<file path="config.mk">
export PLATFORM = sky130hd
export DESIGN_NAME = dot_weight_loader
export DESIGN_NICKNAME = d
export VERILOG_FILES = /design/src/rtl/dot_weight_loader.sv
export SDC_FILE = /design/constraint.sdc
export NUM_CORES = 1
export LEC_CHECK = 0
export ABC_AREA = 0
export CELL_PAD_IN_SITES_DETAIL_PLACEMENT = 0
export CELL_PAD_IN_SITES_GLOBAL_PLACEMENT = 1
export CORE_MARGIN = 2
export CORE_UTILIZATION = 39
export CTS_CLUSTER_DIAMETER = 30
export CTS_CLUSTER_SIZE = 28
export DETAILED_ROUTE_END_ITERATION = 10
export GPL_TIMING_DRIVEN = 0
export PLACE_DENSITY_LB_ADDON = 0.1
export SYNTH_ARGS = -nofsm -noshare
export SYNTH_HDL_FRONTEND = slang
export SYNTH_SLANG_ARGS = --single-unit
export TNS_END_PERCENT = 30
</file>
<file path="constraint.sdc">
create_clock -name clk -period 12.2 [get_ports clk]
set_input_delay 1.83 -clock clk [delete_from_list [all_inputs] [get_ports clk]]
set_output_delay 1.83 -clock clk [all_outputs]
set_load 0.005 [all_outputs]
</file>
<file path="src/rtl/dot_weight_loader.sv">
// Weight-matrix loader: assembles an AXI4-Stream frame in a shadow buffer and
// commits it atomically to the active weights once the dot datapath is idle.
module dot_weight_loader #(
  parameter int ROWS = 3,
  parameter int COLS = 4
) (
  input  logic        clk,
  input  logic        rst,
  input  logic [31:0] WEIGHT_AXIS_TDATA,
  input  logic        WEIGHT_AXIS_TLAST,
  input  logic        WEIGHT_AXIS_TVALID,
  output logic        WEIGHT_AXIS_TREADY,
  input  logic        dot_idle,
  input  logic        err_clr,
  output logic [31:0] weights [0:ROWS-1][0:COLS-1],
  output logic        weights_valid,
  output logic        load_err,
  output logic [7:0]  load_count
);
  localparam int RW = (ROWS > 1) ? $clog2(ROWS) : 1;
  localparam int CW = (COLS > 1) ? $clog2(COLS) : 1;

  typedef enum logic [1:0] {ST_LOAD, ST_DRAIN, ST_COMMIT} state_t;

  state_t          r_state;
  logic [RW-1:0]   r_row;
  logic [CW-1:0]   r_col;
  logic [31:0]     r_shadow [0:ROWS-1][0:COLS-1];

  logic w_hs;
  logic w_last_word;

  // Ready is a pure state decode; rst gating keeps it low while reset is held.
  assign WEIGHT_AXIS_TREADY = !rst && (r_state != ST_COMMIT);
  assign w_hs        = WEIGHT_AXIS_TVALID && WEIGHT_AXIS_TREADY;
  assign w_last_word = (r_row == RW'(ROWS-1)) && (r_col == CW'(COLS-1));

  // Shadow needs no reset: every entry is rewritten before any commit.
  always_ff @(posedge clk) begin
    if (w_hs && r_state == ST_LOAD)
      r_shadow[r_row][r_col] <= WEIGHT_AXIS_TDATA;
  end

  always_ff @(posedge clk or posedge rst) begin
    if (rst) begin
      r_state       <= ST_LOAD;
      r_row         <= '0;
      r_col         <= '0;
      weights_valid <= 1'b0;
      load_err      <= 1'b0;
      load_count    <= '0;
      for (int r = 0; r < ROWS; r++)
        for (int c = 0; c < COLS; c++)
          weights[r][c] <= '0;
    end else begin
      if (err_clr) load_err <= 1'b0;
      case (r_state)
        ST_LOAD: begin
          if (w_hs) begin
            if (w_last_word) begin
              r_row <= '0;
              r_col <= '0;
              if (WEIGHT_AXIS_TLAST) begin
                r_state <= ST_COMMIT;
              end else begin
                r_state  <= ST_DRAIN;
                load_err <= 1'b1;
              end
            end else if (WEIGHT_AXIS_TLAST) begin
              // Short frame: drop it and restart at index 0.
              load_err <= 1'b1;
              r_row    <= '0;
              r_col    <= '0;
            end else if (r_col == CW'(COLS-1)) begin
              r_col <= '0;
              r_row <= r_row + RW'(1);
            end else begin
              r_col <= r_col + CW'(1);
            end
          end
        end
        ST_DRAIN: begin
          if (w_hs && WEIGHT_AXIS_TLAST) begin
            r_state <= ST_LOAD;
            r_row   <= '0;
            r_col   <= '0;
          end
        end
        ST_COMMIT: begin
          if (dot_idle) begin
            for (int r = 0; r < ROWS; r++)
              for (int c = 0; c < COLS; c++)
                weights[r][c] <= r_shadow[r][c];
            weights_valid <= 1'b1;
            load_count    <= load_count + 8'd1;
            r_row         <= '0;
            r_col         <= '0;
            r_state       <= ST_LOAD;
          end
        end
        default: r_state <= ST_LOAD;
      endcase
    end
  end
endmodule

</file>
==> flow_summary.toml, run 1 <==
[sta]
layout_min_cycle_time_ns = 4.822
hold_viol_final = 0
skew_ns = 0.02694
holdWs_ns = 0.4144
drv_slew = 0
finalCritPeriodShare_pct = 39.53
worst_pin_slew_ns = 0.9902
slew_headroom_pct = 33.78
rsz0062_at_grt = "no"
tns_ns = 0
setup_viol_count_final = 0
fmax_ghz = 0.2074

[die]
die_h_um = 266.5
start_util_pct = 39.31
dieArea_um2 = 71010
io_pins = 433
num_rows = 96
die-width_um = 266.5
core_um2 = 68350

[critical_path]
endpoint_kind = "output pin"
cpLargestDelayFamily = "buffers and inverters"
max_stage_delay_ns = 0.51
critPathSlowestCell = "clkdlybuf4s50_1"
cp.arrival_ns = 2.99
cp.required_ns = 10.37
path_buf_inv = 2
cp-start-kind = "input port"
crit_chain = "clkdlybuf4s50_1, nor2_2, clkdlybuf4s50_1"
path_class = "in -> out"
path_max_fanout = 3
cp_common_cell = "clkdlybuf4s50_1"

[cts]
cts.sinks = 784
post-cts-setup-buffers = 0
clkTransAtPathRegs_ns = 0.04
root_buffer = "clkbuf_16"
cts_tree = "built"
cts-resized-gates = 0
clockBufferDepth = 3
h-tree-depth = 4
numCtsBuffers = 158
clk_latency_ns = 0.71
cts_hold_buf = 0

[finish]
diodes = 0
synthToLayoutAreaGrowth_pct = 42.83
drive_gt1_share_pct = 11.97
layout_common_cells = "nand2_1 (1161), clkdlybuf4s50_1 (431), dfrtp_1 (400)"
layout_commonest_cell = "nand2_1"
fin_area_um2 = 38380
nets = 2777
n_fill_cell = 5661

[logic_synthesis]
synth-seq-cells = 784
ys_seq_area_share_pct = 80.17
synth.avg_cell_area_um2 = 12.72
syn_nets = 2163
synthDistinctLibCells = 33
syn_area_um2 = 26870
postSynthCellCount = 2113
ys_warn_count = 0

[route]
drc = 0
drtIter0Drc = 1181
vias_per_cell = 4.706
wire_per_inst_um = 21.48
vias = 17635
drt_wl_total_um = 80480
ant_nets = 0
firstDrtPassIters = 5

[place]
place_area_um2 = 32780
port_buffers = 431
dpl.hpwl_um = 53230
routabilityCongestion = 0.7756

[pwr]
p_per_area_nw_per_um2 = 267.7
p_sw_mw = 2.658
ir_worst_vdd_mv = 0.1600
sequentialPowerShare_pct = 36.6
p_leak_nw = 16.85
power_frac_clock_pct = 43.3
sw_frac_of_total_pct = 25.87
power_frac_comb_pct = 20.1
p_int_mw = 7.616

[grt]
grt_pass1_wl_um = 118600
grt_pass1_vias = 18139
grt_usage_pct = 23.08
overflow = 0
antenna_found_initial = 3
grt_max_degree = 45

[flow_run]
cap_violations = 0

[hold_path]
min_path_type = "reg -> reg"

[run_status]
status = "finished, final reports clean"
## cell usage after synthesis
cell	instances	area, um^2
nand2_1	1161	4358
dfrtp_1	400	10010
edfxtp_1	384	11530
buf_2	42	210.2
clkbuf_1	36	135.1
and3_1	15	93.84
ha_1	12	150.1
inv_1	10	37.54
buf_1	9	33.78
xnor2_1	6	52.55
nand3_1	4	20.02
nor2_1	4	15.01
nor2b_1	3	18.77
nor3_1	3	15.01
a221o_1	2	20.02
a32o_1	2	20.02
and2_1	2	12.51
nand2b_1	2	12.51
xor2_1	2	17.52
a211o_1	1	8.760
a211oi_1	1	7.510
a21oi_1	1	5.000
a22oi_1	1	7.510
a31oi_1	1	6.260
a32oi_1	1	8.760
and4_1	1	8.760
nand4_1	1	6.260
nor2_2	1	6.260
nor3b_1	1	7.510
nor3b_2	1	12.51
o21ai_0	1	5.000
o2bb2ai_1	1	8.760
or4_1	1	7.510
## cells by family after synthesis
group / synth area share (%)
AND/OR/NAND/NOR: 17.10
flip-flops: 80.17
buffers and inverters: 1.551
AO/OA/AOI/OAI: 0.3632
adder cells (fa/ha/maj): 0.5588
XOR/XNOR: 0.2608
## final cells by class
cell class	instances	area, um^2	share of cell area, %
Buffer	87	379.1	0.9879
Inverter	10	41.29	0.1076
Tap cell	882	1104	2.876
Sequential cell	784	21540	56.13
Timing Repair Buffer	454	4782	12.46
Clock buffer	202	4313	11.24
Clock inverter	96	1284	3.345
Multi-Input combinational cell	1232	4933	12.86
## worst paths after layout
check	from	to	slack, ns	cells past startpoint
min in group asynchronous	rst	r_col[0]$_DFFE_PP0P_	1.65	2
hold reg to reg	r_shadow[1][29]$_DFFE_PP_	weights[157]$_DFFE_PP0P_	0.41	2
setup reg to reg	r_state[0]$_DFFE_PP0P_	r_shadow[2][30]$_DFFE_PP_	9.30	7
max in group asynchronous	rst	weights[31]$_DFFE_PP0P_	8.87	7
setup / recovery	rst	WEIGHT_AXIS_TREADY	7.38	3
hold / removal	r_shadow[1][29]$_DFFE_PP_	weights[157]$_DFFE_PP0P_	0.41	2
## worst register-to-register path, delay by kind of cell, from the launching register on
kind,cells,cell delay [ns]
flops,1,0.40
buf+inv,3,0.66
fa+ha+maj,1,0.27
simple gates,3,1.23
## power by group through the flow
stage / registers (mW) / logic [mW] / clock network (mW)
final: 3.76 / 2.07 / 4.44
after global routing: 3.83 / 2.26 / 4.66
after CTS: 3.77 / 2.11 / 4.51
after detailed placement: 3.80 / 2.09 / 0
after global placement: 3.79 / 2.06 / 0
after floorplan: 3.79 / 0.511 / 0
## flip-flops by register name (all words and copies together), names as in the netlist
signal / count
r_row: 2
weights_valid: 1
r_state: 2
r_shadow: 384
r_col: 2
load_err: 1
load_count: 8
weights: 384
## routing by layer
| layer | track usage (%) | up-vias | part of all wire (%) |
|---|---|---|---|
| li1 | - | 8160 | - |
| met2 | 37.08 | 521 | 48 |
| met4 | 7.152 | 0 | 2.1 |
| met5 | 0 | - | 0 |
| met1 | 29.85 | 8832 | 42 |
| met3 | 7.491 | 122 | 7.5 |
## metrics by stage
| step | cells | total power [mW] | setup slack [ns] | utilization (%) |
|---|---|---|---|---|
| finish | 3747 | 10.27 | 7.378 | 56.15 |
| global route | 3747 | 10.75 | 7.335 | 56.15 |
| CTS | 3747 | 10.39 | 7.366 | 56.15 |
| floorplan | 2113 | 4.298 | 4.984 | - |
| global placement | 3426 | 5.854 | 1.628 | 47.25 |
| detailed placement | 3449 | 5.894 | 7.376 | 47.96 |
(Power assumes the default switching activity.)
==> run 2: changes to the inputs <==
clock period = 4.3 ns   (was 12.2 ns; I/O delays follow)
==> results of run 2 <==
The final DEF is identical to that of run 1. Status: finished, final reports clean.
Among the figures that moved: setup slack after placement 7.376 ns -> 0.9796 ns; setup slack after layout 7.378 ns -> 1.401 ns; start point of the critical path rst -> r_state[0]$_DFFE_PP0P_; end point of the critical path WEIGHT_AXIS_TREADY -> r_shadow[2][30]$_DFFE_PP_; register-to-register setup slack 9.30 ns -> 1.40 ns; total power 10.27 mW -> 29.15 mW; worst IR drop on VDD 0.1600 mV -> 0.4541 mV
